==> src/rtl/color_game_pkg.sv <==
// Shared types and helpers for the motion-game round sequencer.
// State encodings follow the game_state_t order so debug dumps decode directly.
package color_game_pkg;

   typedef enum logic [2:0] {IDLE, SHOW, WAIT, RESULT, GAME_OVER} game_state_t;
   typedef enum logic [1:0] {LT, RT, LB, RB} corner_t;

   localparam logic [2:0] ST_IDLE      = IDLE;
   localparam logic [2:0] ST_SHOW      = SHOW;
   localparam logic [2:0] ST_WAIT      = WAIT;
   localparam logic [2:0] ST_RESULT    = RESULT;
   localparam logic [2:0] ST_GAME_OVER = GAME_OVER;

   // Fibonacci taps 8,6,5,4 expressed as a mask over lfsr[7:0]
   localparam logic [7:0] LFSR_TAPS = 8'hB8;

   function automatic logic [7:0] lfsr_step(input logic [7:0] cur);
      return {cur[6:0], ^(cur & LFSR_TAPS)};
   endfunction

   // Nudges a repeated candidate to the next corner so consecutive targets differ
   function automatic logic [1:0] pick_target(input logic [1:0] cand, input logic [1:0] prev);
      return (cand == prev) ? cand + 2'd1 : cand;
   endfunction

endpackage

==> src/rtl/color_game_ctrl_if.sv <==
// Player-facing bundle of the round sequencer: detector flags and start in,
// overlay/score-display signals out.
interface color_game_ctrl_if;

   logic       start;
   logic       pass_LT;
   logic       pass_RT;
   logic       pass_LB;
   logic       pass_RB;
   logic [1:0] target;
   logic       target_show;
   logic       result_hit;
   logic       result_miss;
   logic [7:0] score;
   logic [2:0] lives;
   logic       game_over;
   logic [2:0] state;

   modport slave (
      input  start, pass_LT, pass_RT, pass_LB, pass_RB,
      output target, target_show, result_hit, result_miss,
             score, lives, game_over, state
   );

   modport master (
      output start, pass_LT, pass_RT, pass_LB, pass_RB,
      input  target, target_show, result_hit, result_miss,
             score, lives, game_over, state
   );

endinterface

==> src/rtl/frame_tick_gen.sv <==
// One-cycle pulse on each rising vsync edge; shared with the VGA overlay.
module frame_tick_gen (
   input  logic clk,
   input  logic rst_n,
   input  logic vsync,
   output logic frame_tick
);

   logic vs_d;

   always_ff @(posedge clk or negedge rst_n) begin
      if (!rst_n) vs_d <= 1'b0;
      else        vs_d <= vsync;
   end

   assign frame_tick = vsync & ~vs_d;

endmodule

==> src/rtl/color_game_ctrl.sv <==
// Round sequencer: shows a random corner, waits for the player's colour there,
// then scores a hit or charges a miss until lives run out.
module color_game_ctrl
   import color_game_pkg::*;
#(
   parameter int         SHOW_FRAMES    = 30,
   parameter int         TIMEOUT_FRAMES = 180,
   parameter int         HIT_FRAMES     = 3,
   parameter int         RESULT_FRAMES  = 60,
   parameter int         LIVES          = 3,
   parameter logic [7:0] LFSR_SEED      = 8'hA5
) (
   input  logic               clk,
   input  logic               rst_n,
   input  logic               vsync,
   color_game_ctrl_if.slave   gif
);

   localparam int MAX_SR     = (SHOW_FRAMES > RESULT_FRAMES) ? SHOW_FRAMES : RESULT_FRAMES;
   localparam int MAX_FRAMES = (MAX_SR > TIMEOUT_FRAMES) ? MAX_SR : TIMEOUT_FRAMES;
   localparam int CNT_W      = $clog2(MAX_FRAMES) + 1;
   localparam int HIT_W      = $clog2(HIT_FRAMES) + 1;

   localparam logic [CNT_W-1:0] SHOW_LAST    = CNT_W'(SHOW_FRAMES - 1);
   localparam logic [CNT_W-1:0] TIMEOUT_LAST = CNT_W'(TIMEOUT_FRAMES - 1);
   localparam logic [CNT_W-1:0] RESULT_LAST  = CNT_W'(RESULT_FRAMES - 1);
   localparam logic [HIT_W-1:0] HIT_NEEDED   = HIT_W'(HIT_FRAMES);
   localparam logic [2:0]       LIVES_INIT   = 3'(LIVES);

   logic             frame_tick;
   logic [7:0]       lfsr;
   logic [2:0]       state_q;
   logic [1:0]       target_q;
   logic             last_hit;
   logic [7:0]       score_q;
   logic [2:0]       lives_q;
   logic [CNT_W-1:0] frame_cnt;
   logic [HIT_W-1:0] hit_cnt;
   logic [3:0]       pass_vec;
   logic             target_flag;
   logic [HIT_W-1:0] hit_next;

   frame_tick_gen u_frame_tick (
      .clk        (clk),
      .rst_n      (rst_n),
      .vsync      (vsync),
      .frame_tick (frame_tick)
   );

   assign pass_vec    = {gif.pass_RB, gif.pass_LB, gif.pass_RT, gif.pass_LT};
   assign target_flag = pass_vec[target_q];
   assign hit_next    = hit_cnt + 1'b1;

   // Free-running so the pick depends on how long the player took
   always_ff @(posedge clk or negedge rst_n) begin
      if (!rst_n) lfsr <= LFSR_SEED;
      else        lfsr <= lfsr_step(lfsr);
   end

   always_ff @(posedge clk or negedge rst_n) begin
      if (!rst_n) begin
         state_q   <= ST_IDLE;
         target_q  <= 2'd0;
         last_hit  <= 1'b0;
         score_q   <= 8'd0;
         lives_q   <= LIVES_INIT;
         frame_cnt <= '0;
         hit_cnt   <= '0;
      end else begin
         case (state_q)
            ST_IDLE: begin
               if (gif.start) begin
                  state_q   <= ST_SHOW;
                  score_q   <= 8'd0;
                  lives_q   <= LIVES_INIT;
                  target_q  <= lfsr[1:0];
                  frame_cnt <= '0;
               end
            end

            ST_SHOW: begin
               if (frame_tick) begin
                  if (frame_cnt == SHOW_LAST) begin
                     state_q   <= ST_WAIT;
                     frame_cnt <= '0;
                     hit_cnt   <= '0;
                  end else begin
                     frame_cnt <= frame_cnt + 1'b1;
                  end
               end
            end

            // A hit completing on the timeout tick still counts as a hit
            ST_WAIT: begin
               if (frame_tick) begin
                  hit_cnt <= target_flag ? hit_next : '0;
                  if (target_flag && (hit_next == HIT_NEEDED)) begin
                     state_q   <= ST_RESULT;
                     last_hit  <= 1'b1;
                     frame_cnt <= '0;
                     if (score_q != 8'hFF) score_q <= score_q + 8'd1;
                  end else if (frame_cnt == TIMEOUT_LAST) begin
                     state_q   <= ST_RESULT;
                     last_hit  <= 1'b0;
                     frame_cnt <= '0;
                     if (lives_q != 3'd0) lives_q <= lives_q - 3'd1;
                  end else begin
                     frame_cnt <= frame_cnt + 1'b1;
                  end
               end
            end

            ST_RESULT: begin
               if (frame_tick) begin
                  if (frame_cnt == RESULT_LAST) begin
                     frame_cnt <= '0;
                     if (lives_q == 3'd0) begin
                        state_q <= ST_GAME_OVER;
                     end else begin
                        state_q  <= ST_SHOW;
                        target_q <= pick_target(lfsr[1:0], target_q);
                     end
                  end else begin
                     frame_cnt <= frame_cnt + 1'b1;
                  end
               end
            end

            ST_GAME_OVER: begin
               if (gif.start) state_q <= ST_IDLE;
            end

            default: state_q <= ST_IDLE;
         endcase
      end
   end

   assign gif.target      = target_q;
   assign gif.target_show = (state_q == ST_SHOW) || (state_q == ST_WAIT);
   assign gif.result_hit  = (state_q == ST_RESULT) && last_hit;
   assign gif.result_miss = (state_q == ST_RESULT) && !last_hit;
   assign gif.score       = score_q;
   assign gif.lives       = lives_q;
   assign gif.game_over   = (state_q == ST_GAME_OVER);
   assign gif.state       = state_q;

endmodule

==> src/flat_wrapper.sv <==
// flat-port wrapper written by rule: the top's interface ports become plain ports
module color_game_ctrl_flat import color_game_pkg::*;
#(
   parameter int         SHOW_FRAMES    = 30,
   parameter int         TIMEOUT_FRAMES = 180,
   parameter int         HIT_FRAMES     = 3,
   parameter int         RESULT_FRAMES  = 60,
   parameter int         LIVES          = 3,
   parameter logic [7:0] LFSR_SEED      = 8'hA5
)
  (clk, rst_n, vsync, gif_start, gif_pass_LT, gif_pass_RT, gif_pass_LB, gif_pass_RB, gif_target, gif_target_show, gif_result_hit, gif_result_miss, gif_score, gif_lives, gif_game_over, gif_state);
  color_game_ctrl_if gif_i ();
  input  logic clk;
  input  logic rst_n;
  input  logic vsync;
  input wire logic [$bits(gif_i.start)-1:0] gif_start;
  input wire logic [$bits(gif_i.pass_LT)-1:0] gif_pass_LT;
  input wire logic [$bits(gif_i.pass_RT)-1:0] gif_pass_RT;
  input wire logic [$bits(gif_i.pass_LB)-1:0] gif_pass_LB;
  input wire logic [$bits(gif_i.pass_RB)-1:0] gif_pass_RB;
  output wire logic [$bits(gif_i.target)-1:0] gif_target;
  output wire logic [$bits(gif_i.target_show)-1:0] gif_target_show;
  output wire logic [$bits(gif_i.result_hit)-1:0] gif_result_hit;
  output wire logic [$bits(gif_i.result_miss)-1:0] gif_result_miss;
  output wire logic [$bits(gif_i.score)-1:0] gif_score;
  output wire logic [$bits(gif_i.lives)-1:0] gif_lives;
  output wire logic [$bits(gif_i.game_over)-1:0] gif_game_over;
  output wire logic [$bits(gif_i.state)-1:0] gif_state;
  assign gif_i.start = gif_start;
  assign gif_i.pass_LT = gif_pass_LT;
  assign gif_i.pass_RT = gif_pass_RT;
  assign gif_i.pass_LB = gif_pass_LB;
  assign gif_i.pass_RB = gif_pass_RB;
  assign gif_target = gif_i.target;
  assign gif_target_show = gif_i.target_show;
  assign gif_result_hit = gif_i.result_hit;
  assign gif_result_miss = gif_i.result_miss;
  assign gif_score = gif_i.score;
  assign gif_lives = gif_i.lives;
  assign gif_game_over = gif_i.game_over;
  assign gif_state = gif_i.state;
  color_game_ctrl #(.SHOW_FRAMES(SHOW_FRAMES), .TIMEOUT_FRAMES(TIMEOUT_FRAMES), .HIT_FRAMES(HIT_FRAMES), .RESULT_FRAMES(RESULT_FRAMES), .LIVES(LIVES), .LFSR_SEED(LFSR_SEED)) u_core (.clk(clk), .rst_n(rst_n), .vsync(vsync), .gif(gif_i));
endmodule
==> config.mk <==
export PLATFORM = sky130hd
export DESIGN_NAME = color_game_ctrl_flat
export DESIGN_NICKNAME = d
export VERILOG_FILES = /design/src/rtl/color_game_pkg.sv /design/src/rtl/color_game_ctrl_if.sv /design/src/rtl/frame_tick_gen.sv /design/src/rtl/color_game_ctrl.sv /design/src/flat_wrapper.sv
export SDC_FILE = /design/constraint.sdc
export NUM_CORES = 1
export LEC_CHECK = 0
export ABC_CLOCK_PERIOD_IN_PS = 2450
export CORE_AREA = 3 3 95 52
export CTS_CLUSTER_DIAMETER = 40
export DETAILED_ROUTE_END_ITERATION = 7
export DIE_AREA = 0 0 98 55
export DONT_BUFFER_PORTS = 1
export GPL_TIMING_DRIVEN = 0
export MAX_ROUTING_LAYER = met4
export SYNTH_ARGS = -nofsm -noshare
export SYNTH_HDL_FRONTEND = slang
export SYNTH_SLANG_ARGS = --single-unit
export TNS_END_PERCENT = 30
==> constraint.sdc <==
create_clock -name clk -period 2.45 [get_ports clk]
set_input_delay 0.49 -clock clk [delete_from_list [all_inputs] [get_ports clk]]
set_output_delay 0.49 -clock clk [all_outputs]
set_load 0.01 [all_outputs]
Yosys cells after proc, flatten, opt, wreduce, memory -nomap -nowiden
Index checks and enable logic that the tools add are counted.
{ "classes": {"magnitude_cmp": 1, "bitwise_logic": 2, "n_eq_ne": 24, "n_mux": 46, "add_sub_neg": 5, "n_reduce_logical": 21} }
{ "ops": {"columns": ["op", "n"], "rows": [
  ["9-bit two-way mux", 8],
  ["3-bit two-way mux", 19],
  ["9-bit one-hot mux with 4 select lines", 1],
  ["8-bit two-way mux", 4],
  ["2-bit by 1-bit inequality test with 1-bit output (second input constant)", 9],
  ["8-bit one-hot mux with 2 select lines", 1],
  ["3-bit one-hot mux with 5 select lines", 1],
  ["5-bit AND reduction", 3],
  ["3-bit one-hot mux with 2 select lines", 2],
  ["2-bit two-way mux", 5],
  ["9-bit by 1-bit adder with 9-bit output (second input constant)", 1],
  ["3-bit by 2-bit equality test with 1-bit output (second input constant)", 3],
  ["9-bit by 5-bit equality test with 1-bit output (second input constant)", 1],
  ["9-bit by 6-bit equality test with 1-bit output (second input constant)", 1],
  ["9-bit by 8-bit equality test with 1-bit output (second input constant)", 1],
  ["8-bit by 1-bit adder with 8-bit output (second input constant)", 1],
  ["2-bit inequality test (second input constant)", 4],
  ["8-bit inequality test (second input constant)", 1],
  ["8-bit AND reduction", 1],
  ["2-bit nonzero test", 4],
  ["8-bit parity", 1],
  ["3-bit zero test", 2],
  ["6-bit AND reduction", 1],
  ["2-bit one-hot mux with 2 select lines", 1],
  ["19 further kinds", 23]
]} }
{ "totals": {"ff_bits": 38, "input_bits": 8} }

Depth between registers and ports, before layout
{ "logic_depth": {"ltp_word": 6, "mapped_depth": 8, "mapped_depth_nobuf": 7} }

Cells and area by module
From an unflattened synthesis, not the netlist that was laid out.
{ "hier_totals": {"hier_cells": 227, "hier_area_um2": 2170.8} }
{ "by_module_without_submodules": {"columns": ["mod", "n_inst", "seq_area_each_um2", "area_per_inst_um2", "cells_per_inst"], "rows": [
  ["color_game_ctrl", 1, 933.4, 2132.0, 225],
  ["frame_tick_gen", 1, 25.0, 38.8, 2]
]} }

Worst setup path after synthesis
OpenSTA, ideal clock, no wires.
{ "synth_path": {"path_kind": "register to register", "from": "register u_core.target_q[0] (netlist: u_core.gif.target[0])", "to": "register u_core.frame_cnt[1]", "required_time_ns": 2.367, "path_stages_with_launch": 7, "arrival_ns": 2.067, "setup_slack_ns": 0.300, "path_cell_list": "dfrtp_1 -> mux4_2 -> and3_4 -> o32a_1 -> buf_6 -> or3_1 -> o21ai_0"} }
{ "synth_between": {"elab_chain_len": 6} }
{ "synth_lines": {"columns": ["item", "line", "text"], "rows": [
  ["from (decl)", "color_game_ctrl.sv:33", "logic [1:0] target_q;"],
  ["from (signal assigned)", "color_game_ctrl.sv:76", "target_q <= lfsr[1:0];"],
  ["from (signal assigned)", "color_game_ctrl.sv:121", "target_q <= pick_target(lfsr[1:0], target_q);"],
  ["1-bit binary-select mux with 2-bit select", "color_game_ctrl.sv:51", "assign target_flag = pass_vec[target_q];"],
  ["1-bit two-way mux (not written as such)", "color_game_ctrl.sv:51", null],
  ["1-bit logical AND", "color_game_ctrl.sv:97", "if (target_flag && (hit_next == HIT_NEEDED)) begin"],
  ["9-bit two-way mux", "color_game_ctrl.sv:97", null],
  ["9-bit two-way mux", "color_game_ctrl.sv:95", "if (frame_tick) begin"],
  ["9-bit one-hot mux with 4 select lines", "color_game_ctrl.sv:70", "case (state_q)"],
  ["to (signal assigned)", "color_game_ctrl.sv:88", "frame_cnt <= frame_cnt + 1'b1;"],
  ["to (signal assigned)", "color_game_ctrl.sv:108", "frame_cnt <= frame_cnt + 1'b1;"],
  ["to (signal assigned)", "color_game_ctrl.sv:124", "frame_cnt <= frame_cnt + 1'b1;"],
  ["to (decl)", "color_game_ctrl.sv:37", "logic [CNT_W-1:0] frame_cnt;"]
]} }
No other way between the ends. The select of a mux whose other input is x is not followed.
A chain may end at the register's enable or synchronous reset.

Worst setup path in the final report
{ "layout_path": {"from": "register u_core.state_q[0] (netlist: u_core.gif.state[0])", "to": "register u_core.frame_cnt[7]"} }
{ "layout_between": {"elab_chain_len": 3} }
{ "layout_lines": {"columns": ["item", "line", "text"], "rows": [
  ["from (decl)", "color_game_ctrl.sv:32", "logic [2:0] state_q;"],
  ["from (signal assigned)", "color_game_ctrl.sv:62", "state_q <= ST_IDLE;"],
  ["from (signal assigned)", "color_game_ctrl.sv:73", "state_q <= ST_SHOW;"],
  ["from (signal assigned)", "color_game_ctrl.sv:84", "state_q <= ST_WAIT;"],
  ["3-bit by 2-bit equality test with 1-bit output (tied with other cells)", "color_game_ctrl.sv:70", null],
  ["4-bit nonzero test (no line) (tied with other cells)", null, null],
  ["5-bit AND reduction (no line)", null, null]
]} }
Parallel ways exist; a longest one is shown, timed or not.

==> out/metrics.cfg <==
[worst_setup_path]
crit_type=reg -> reg
cp_slowest_cell=or3b_2
max_stage_delay_ns=0.48
cp-end-kind=flip-flop
critical_path_required_ns=2.64
crit_fanout=10
worst_setup_path_start_kind=flip-flop
path_cells=buf_2 > or3b_2 > clkbuf_1 > o32a_1 > nand2b_1 > o311ai_1
crit_arrival_ns=2.57

[synth]
seq_area_frac_synth_pct=46.79
ys_types=44
ys_ff_latch=38
synthCells=207
yosysWarnings=0
syn_area_um2=2048
avgSynthCellArea_um2=9.895
synth_nets=222

[cts]
clkTransAtPathRegs_ns=0.08
tritoncts=done
root_buffer=clkbuf_8
cts-buffers-inserted=5
clock_sinks=38
insertion_delay_ns=0.29
h-tree-depth=2
clock_path_buffers=2

[die]
die_area_um2=5390
initial_core_util_pct=48.39
rows=17
io_pins=28
die_h_um=55
die_width_um=98
coreArea_um2=4233

[sta]
relSlewSlack_pct=60.45
period_minus_slack_ns=2.384
drv_slew=0
rsz0062_at_grt=yes
final.setup_skew_ns=0.007415
setup_viol=0
period_share_pct=97.32
hold_viol_final=0
max_freq_mhz=419.4
holdWs_ns=0.01625
worstMarginPinSlew_ns=0.5889

[flow_run]
drv_cap=0

[power]
power_density_nw_per_um2=865.1
p_sw_w=0.0007160
seqPwrFrac_pct=39.5
clkPwrFrac_pct=28.0
intPower_w=0.001263
cellLeakagePower_nw=0.9885
peakVddDrop_uv=545.5
p_sw_share_pct=36.19
combinationalPowerShare_pct=32.5

[routing]
drt-pass1-iter-count=5
vias_per_cell=6.048
drtIter0Drc=94
wl_per_cell_um=17.95
dr_total_vias=1651
routed_wl_mm=4.901
drc=0
ant_nets=0

[cells_and_area]
area_growth_pct=11.67
final_util_pct=54.03
fillers=384
n_antenna_cell=0
drive_gt1_share_pct=12.50
final_nets=230

[global_route]
grt_pass1_wl_mm=7.555
grt_usage_pct=18.94
grt_pass1_vias=1442
antenna_found_initial=0
grt_max_degree=33
gr-total-overflow=0

[hold_path]
hold_path.class=in -> async

[placed_design]
gp_congestion=0.7860
dp_hpwl_mm=3.461
port_buffers=0

[status]
outcome=finished clean

## synthesized netlist by cell type, drive strengths merged
| master | count | area share, % |
|---|---|---|
| or3 | 2 | 0.61 |
| o211ai | 1 | 0.37 |
| nand3 | 8 | 2.0 |
| mux2i | 2 | 0.98 |
| a32o | 3 | 1.5 |
| nor3 | 9 | 2.2 |
| o22ai | 2 | 0.61 |
| or3b | 1 | 0.43 |
| clkbuf | 2 | 0.37 |
| o311ai | 2 | 0.86 |
| a21oi | 2 | 0.49 |
| nand2 | 16 | 2.9 |
| ha | 7 | 4.3 |
| nor2 | 16 | 2.9 |
| mux2 | 2 | 1.1 |
| a22oi | 1 | 0.37 |
| buf | 3 | 1.0 |
| o21bai | 1 | 0.37 |
| dfstp | 6 | 7.7 |
| and3 | 6 | 2.1 |
| o32a | 1 | 0.49 |
| a22o | 7 | 3.0 |
| a21o | 2 | 0.73 |
| nor4 | 6 | 2.1 |
| nand4b | 2 | 0.86 |
| o21ai | 21 | 5.1 |
| inv | 8 | 1.5 |
| mux4 | 1 | 1.1 |
| a311o | 1 | 0.49 |
| xnor2 | 7 | 3.0 |
| xor2 | 3 | 1.3 |
| and2 | 2 | 0.61 |
| nor2b | 6 | 1.8 |
| nand4 | 3 | 0.92 |
| dfrtp | 32 | 39 |
| o31a | 1 | 0.43 |
| nor3b | 1 | 0.37 |
| nand3b | 5 | 1.8 |
| nand2b | 4 | 1.2 |
| a211oi | 1 | 0.37 |
| nand4bb | 1 | 0.55 |
## metal layers
layer	track usage (%)	wire length (um)
met2	23.99	1986
met3	6.133	403
met5	-	0
met4	4.828	27
met1	28.18	2483
## placed cells by master, fill, tap and decap left out, types with 3 or more instances in the layout
cell / synthesis / routed
xor2_1: 3 / 3
and3_1: 5 / 5
nand3b_1: 5 / 5
xnor2_1: 7 / 7
nand4_1: 3 / 3
inv_1: 8 / 8
clkbuf_8: 0 / 6
dfrtp_1: 32 / 32
nor2b_1: 6 / 6
nor2_1: 16 / 15
nand3_1: 8 / 8
nor3_1: 9 / 9
nand2b_1: 4 / 4
a32o_1: 3 / 3
ha_1: 7 / 7
nand2_1: 16 / 16
nor4_1: 5 / 4
a22o_1: 7 / 7
dfstp_2: 6 / 6
o21ai_0: 21 / 21
clkbuf_1: 2 / 3
## state kept, by name, summed over array words and instances, names as in the netlist
signal / flops
u_core.u_frame_tick.vs_d: 1
u_core.gif.lives: 3
u_core.hit_cnt: 3
u_core.last_hit: 1
u_core.gif.target: 2
u_core.frame_cnt: 9
u_core.lfsr: 8
u_core.gif.score: 8
u_core.gif.state: 3
## path summary, 6_finish.rpt
path,from,to,slack [ns],cells past startpoint
max,u_core.gif.state[0],u_core.frame_cnt[7],0.07,6
min,rst_n,u_core.gif.score[5],0.02,1
max reg2reg,u_core.gif.state[0],u_core.frame_cnt[7],0.07,6
min reg2reg,u_core.lfsr[6],u_core.lfsr[7],0.35,0
max in group asynchronous,rst_n,u_core.frame_cnt[1],2.24,1
min in group clk,vsync,u_core.u_frame_tick.vs_d,0.23,0
## critical path: cells and delay by family (launching register included)
family / cells / cell delay [ns]
AOI/OAI and AO/OA: 2 / 0.74
DFF: 1 / 0.42
and+or+nand+nor: 2 / 0.71
buffers and inverters: 2 / 0.42
## per-stage QoR
step                      std cells  total power, W  instance area [um^2]  setup TNS (ns)  worst slack (ns)
after global placement          264        0.001357                  2120       -0.008556         -0.008556
after detailed placement        264        0.001391                  2120         -0.1863          -0.07104
after floorplan                 207        0.001232                  2048               0            0.3000
final                           273        0.001979                  2287               0           0.06573
after global routing            273        0.002097                  2287         -0.1447          -0.05186
after CTS                       273        0.001971                  2262               0           0.06564
## power by group through the flow
stage / sequential, W / combinational (W) / clock (W)
6_report: 0.000782 / 0.000643 / 0.000554
5_1_grt: 0.000795 / 0.000700 / 0.000602
4_1_cts: 0.000782 / 0.000620 / 0.000569
3_5_place_dp: 0.000793 / 0.000597 / 0
3_3_place_gp: 0.000788 / 0.000569 / 0
2_1_floorplan: 0.000771 / 0.000461 / 0
## final cells by class
type / instances / area [um^2] / share of cell area, %
Buffer: 5 / 28.78 / 1.258
Timing Repair Buffer: 1 / 20.02 / 0.8753
Clock inverter: 1 / 30.03 / 1.313
Clock buffer: 7 / 86.33 / 3.775
Sequential cell: 38 / 958.4 / 41.90
Inverter: 8 / 30.03 / 1.313
Tap cell: 57 / 71.32 / 3.118
Multi-Input combinational cell: 156 / 1062 / 46.44
## timing repair
item / 4_1_cts / 5_1_grt
endpoints found under the setup margin: 5 / 11
endpoints found under the hold margin: 32 / 0
hold buffers: 1 / 0
resized for setup: 2 / 4
setup buffers: 0 / 0
## cells by family (layout without fill, tap and decap cells)
| family | count (synthesis) | after routing | synth area share [%] |
|---|---|---|---|
| adders and majority gates | 7 | 7 | 4.276 |
| muxes | 5 | 5 | 3.176 |
| AOI/OAI and AO/OA | 46 | 46 | 15.15 |
| buffers and inverters | 13 | 22 | 2.871 |
| and+or+nand+nor | 88 | 88 | 23.46 |
| xor gates and xnor gates | 10 | 10 | 4.276 |
| DFF | 38 | 38 | 46.79 |
No activity file was read; power rests on OpenSTA's default activity.
